## config.mk

```make
export PLATFORM = sky130hd
export DESIGN_NAME = serial_parity_rx_flat
export DESIGN_NICKNAME = d
export VERILOG_FILES = /design/src/rtl/parity_pkg.sv /design/src/rtl/serial_parity_rx_if.sv /design/src/rtl/parity_acc.sv /design/src/rtl/serial_parity_rx.sv /design/src/flat_wrapper.sv
export SDC_FILE = /design/constraint.sdc
export NUM_CORES = 1
export LEC_CHECK = 0
export ABC_AREA = 1
export CAP_MARGIN = 20
export CORE_ASPECT_RATIO = 0.9
export CORE_MARGIN = 2
export CORE_UTILIZATION = 45
export DETAILED_ROUTE_END_ITERATION = 6
export PLACE_DENSITY = 0.68
export SYNTH_ARGS = -nofsm -noshare
export SYNTH_HDL_FRONTEND = slang
export SYNTH_SLANG_ARGS = --single-unit
```

## constraint.sdc

```tcl
create_clock -name clk -period 2.8 [get_ports clk]
set_clock_uncertainty 0.15 [all_clocks]
set_input_delay 0.56 -clock clk [delete_from_list [all_inputs] [get_ports clk]]
set_output_delay 0.56 -clock clk [all_outputs]
set_load 0.05 [all_outputs]
```

## src/rtl/parity_pkg.sv

```systemverilog
// Types and constants shared by the parity frame transmitter and receiver.
package parity_pkg;

  typedef enum logic [1:0] {
    IDLE,
    DATA,
    PARITY,
    STOP
  } rx_state_t;

  localparam logic PAR_ODD  = 1'b1;
  localparam logic PAR_EVEN = 1'b0;

endpackage

```

## src/rtl/serial_parity_rx_if.sv

```systemverilog
// Serial line in, deserialised word and status out; master drives the line.
interface serial_parity_rx_if #(
  parameter int unsigned DATA_W = 8
) ();

  logic              bit_en;
  logic              sin;
  logic [DATA_W-1:0] dout;
  logic              dout_valid;
  logic              par_err;
  logic              frm_err;
  logic              busy;

  modport master (
    output bit_en, sin,
    input  dout, dout_valid, par_err, frm_err, busy
  );

  modport slave (
    input  bit_en, sin,
    output dout, dout_valid, par_err, frm_err, busy
  );

endinterface

```

## src/rtl/parity_acc.sv

```systemverilog
// One-bit running XOR with synchronous load of an initial value.
module parity_acc (
  input  logic clk,
  input  logic rst_n,
  input  logic load,
  input  logic init,
  input  logic en,
  input  logic din,
  output logic acc
);

  always_ff @(posedge clk or negedge rst_n) begin
    if (!rst_n) begin
      acc <= 1'b0;
    end else if (load) begin
      acc <= init;
    end else if (en) begin
      acc <= acc ^ din;
    end
  end

endmodule

```

## src/rtl/serial_parity_rx.sv

```systemverilog
// Serial frame receiver: start, DATA_W bits LSB first, parity, stop; flags
// parity and framing errors alongside a one-cycle valid pulse.
module serial_parity_rx
  import parity_pkg::*;
#(
  parameter int unsigned DATA_W = 8,
  parameter bit          ODD    = PAR_ODD
) (
  input logic              clk,
  input logic              rst_n,
  serial_parity_rx_if.slave bus
);

  localparam int unsigned    CNT_W = (DATA_W > 1) ? $clog2(DATA_W) : 1;
  localparam logic [CNT_W-1:0] LAST = CNT_W'(DATA_W - 1);

  rx_state_t         state;
  logic [CNT_W-1:0]  cnt;
  logic [DATA_W-1:0] shreg;
  logic [DATA_W-1:0] shift_next;
  logic [DATA_W-1:0] dout;
  logic              dout_valid;
  logic              par_err;
  logic              frm_err;
  logic              start;
  logic              acc_en;
  logic              acc;

  assign start  = bus.bit_en & ~bus.sin & (state == IDLE);
  assign acc_en = bus.bit_en & ((state == DATA) || (state == PARITY));

  // Right shift so the first data bit received lands in bit 0.
  always_comb begin
    shift_next = shreg;
    shift_next[DATA_W-1] = bus.sin;
    for (int i = 0; i < DATA_W - 1; i++) begin
      shift_next[i] = shreg[i+1];
    end
  end

  parity_acc u_acc (
    .clk   (clk),
    .rst_n (rst_n),
    .load  (start),
    .init  (ODD),
    .en    (acc_en),
    .din   (bus.sin),
    .acc   (acc)
  );

  always_ff @(posedge clk or negedge rst_n) begin
    if (!rst_n) begin
      state      <= IDLE;
      cnt        <= '0;
      shreg      <= '0;
      dout       <= '0;
      dout_valid <= 1'b0;
      par_err    <= 1'b0;
      frm_err    <= 1'b0;
    end else begin
      dout_valid <= 1'b0;
      if (bus.bit_en) begin
        unique case (state)
          IDLE: begin
            if (!bus.sin) begin
              state <= DATA;
              cnt   <= '0;
              shreg <= '0;
            end
          end
          DATA: begin
            shreg <= shift_next;
            if (cnt == LAST) begin
              cnt   <= '0;
              state <= PARITY;
            end else begin
              cnt <= cnt + CNT_W'(1);
            end
          end
          PARITY: state <= STOP;
          STOP: begin
            state      <= IDLE;
            dout       <= shreg;
            par_err    <= acc;
            frm_err    <= ~bus.sin;
            dout_valid <= 1'b1;
          end
          default: state <= IDLE;
        endcase
      end
    end
  end

  assign bus.dout       = dout;
  assign bus.dout_valid = dout_valid;
  assign bus.par_err    = par_err;
  assign bus.frm_err    = frm_err;
  assign bus.busy       = (state != IDLE);

endmodule

```

## src/flat_wrapper.sv

```systemverilog
// flat-port wrapper written by rule: the top's interface ports become plain ports
module serial_parity_rx_flat import parity_pkg::*;
#(
  parameter int unsigned DATA_W = 8,
  parameter bit          ODD    = PAR_ODD
)
  (clk, rst_n, bus_bit_en, bus_sin, bus_dout, bus_dout_valid, bus_par_err, bus_frm_err, bus_busy);
  serial_parity_rx_if #(.DATA_W(DATA_W)) bus_i ();
  input logic clk;
  input logic rst_n;
  input wire logic [$bits(bus_i.bit_en)-1:0] bus_bit_en;
  input wire logic [$bits(bus_i.sin)-1:0] bus_sin;
  output wire logic [$bits(bus_i.dout)-1:0] bus_dout;
  output wire logic [$bits(bus_i.dout_valid)-1:0] bus_dout_valid;
  output wire logic [$bits(bus_i.par_err)-1:0] bus_par_err;
  output wire logic [$bits(bus_i.frm_err)-1:0] bus_frm_err;
  output wire logic [$bits(bus_i.busy)-1:0] bus_busy;
  assign bus_i.bit_en = bus_bit_en;
  assign bus_i.sin = bus_sin;
  assign bus_dout = bus_i.dout;
  assign bus_dout_valid = bus_i.dout_valid;
  assign bus_par_err = bus_i.par_err;
  assign bus_frm_err = bus_i.frm_err;
  assign bus_busy = bus_i.busy;
  serial_parity_rx #(.DATA_W(DATA_W), .ODD(ODD)) u_core (.clk(clk), .rst_n(rst_n), .bus(bus_i));
endmodule
```

==> qor.yml <==
status: "finished clean"
gp_congestion: 0.761
avgSynthCellArea_um2: 8.62
drtIter0Drc: 30
vias: 838
synth_top_area_share: 0.542
finalSetupTns_ns: 0
cts_max_level: 1
hp-class: "reg -> reg"
dieArea_mm2: 0.00299
yosysUniqueCellTypes: 14
core_mm2: 0.00245
cp_max_fo: 5
drc: 0
fin_ws_ns: 0.481
worstSetupPathType: "reg -> out"
drt_first_pass_iters: 4
viasPerCell: 4.63
netlist_instances: 134
synth_seq_area_share: 0.542
path_clk_slew_ns: 0.14
cp.required_ns: 2.09
grt_pass1_vias: 813
cts_hold_buf: 0
yosysMostFrequentCell: "nand2_1"
grt_max_degree: 26
ant_nets: 0
initial_utilization: 0.472
tightest_slew_ns: 0.508
cts_setup_buffers: 0
tritoncts: "built"
drt-total-wl_um: 1910
min_period_over_period: 0.828
crit_arrival_ns: 1.61
fp.dieW_um: 57.4
irDropWorstVdd_uv: 609
row_count: 17
clock_path_buffers: 2
finalHoldViolations: 0
ios: 16
rsz0062_at_grt: "false"
synth_ff_type: "dfrtp_1"
power.leakage_uw: 0.000768
startpoint_type: "flip-flop"
antenna_found_initial: 0
cts_sinks: 25
ctsResizeCount: 0
powerDensity_mw_per_mm2: 963
cts_made_buffers: 3
yosys-top-cells-count: "nand2_1, dfrtp_1, inv_1"
grt_overflow: 0
wire_per_inst_um: 10.5
die_h_um: 52.1
track_usage: 0.154
fmax_mhz: 431
yosys_warnings: 0
maxCapViolCount: 0
synth_edf_count: 0
diodes: 0
insertion_delay_ns: 0.32
drive_above_1_share: 0.0784
finalSetupViolCount: 0
layout.nets: 166
syn-num-nets: 146
preCtsSetupSlack_ns: 0.448
grt_pass1_wl_um: 3440
yosys-top-cells-area: "dfrtp_1, nand2_1, ha_1"
max-slew-margin-rel: 0.661
io_buffers: 15
root_buffer: "clkbuf_4"
synth-seq-cells: 25
yosysTopAreaCell: "dfrtp_1"
synthArstFlopShare: 1.00
critPathCaptureType: "output port"
synthToLayoutAreaGrowth_pct: 18.2
min_period_ns: 2.32
dp_hpwl_um: 1420
syn-cell-area_mm2: 0.00115
slew_viol_final: 0
==> routing by layer <==
metal,track usage,share of wire,vias up
li1,-,-,441
met1,0.183,0.47,384
met4,0.0465,0.0089,0
met2,0.267,0.47,11
met5,0,0,-
met3,0.0473,0.045,2
==> final cells by class <==
type                    instances  area (µm²)
fillers                       224        1080
flip-flops and latches         25         626
multi-input cells              97         469
repair buffers                 17         168
inverters                      10        37.5
well taps                      28        35.0
clock buffers                   3        22.5
clock inverters                 1        7.51
==> stage by stage <==
stage	util	instance area, µm²	total power (µW)	instances	hold WS (ns)
floorplan	-	1150	991	134	0.114
global placement	0.545	1330	1140	177	0.307
detailed placement	0.545	1330	1170	177	0.310
CTS	0.557	1360	1330	181	0.343
global route	0.558	1370	1420	181	0.369
finish	0.558	1370	1310	181	0.340
==> report_power, final <==
part	internal, µW	leakage, µW	switching, µW	total (µW)
Combinational	209	0.000418	422	631
Clock	54.5	0.0000139	105	159
Sequential	459	0.000336	65.3	524
==> final timing paths <==
check | end | slack, ns | cells past startpoint | startpoint
worst max-delay path | bus_busy | 0.48 | 4 | u_core.state[0]
worst max register to register | u_core.cnt[1] | 1.22 | 7 | u_core.state[0]
worst min-delay path | u_core.shreg[0] | 0.34 | 2 | u_core.shreg[0]
worst min register to register | u_core.shreg[0] | 0.34 | 2 | u_core.shreg[0]
max in group asynchronous | u_core.state[1] | 1.82 | 2 | rst_n
min in group asynchronous | u_core.bus.frm_err | 0.42 | 2 | rst_n
==> critical path, stage by stage (launching register included) <==
cell	delay, ns
dfrtp_1	0.44
inv_1	0.10
ha_1	0.24
inv_1	0.09
dlymetal6s2s_1	0.42
==> flip-flops by register name, summed over array words and instances, names as in the netlist <==
signal,count
u_core.bus.frm_err,1
u_core.state,2
u_core.bus.dout_valid,1
u_core.bus.dout,8
u_core.bus.par_err,1
u_core.shreg,8
u_core.u_acc.acc,1
u_core.cnt,3
==> logic make-up after synthesis <==
logic type | Yosys count | synth area share
buffers and inverters | 12 | 0.0520
flip-flops | 25 | 0.542
AO/OA/AOI/OAI | 2 | 0.0152
AND/OR/NAND/NOR | 87 | 0.304
adder cells (fa/ha/maj) | 8 | 0.0867
==> cells in the final DEF, fill, tap and decap left out <==
cell type,Yosys,final
buf_4,0,2
nor2_4,1,1
clkdlybuf4s50_1,0,14
nand4_1,1,1
dfrtp_1,25,25
nand2_1,73,73
dlymetal6s2s_1,0,1
nand3_1,3,3
nand3_2,1,1
inv_1,9,9
clkinv_1,1,1
or2_2,1,1
o21ai_2,2,2
nand2_2,1,1
clkbuf_4,0,3
clkinvlp_4,0,1
ha_1,8,8
nor2_1,6,6
No activity file was read; power rests on OpenSTA's default activity.
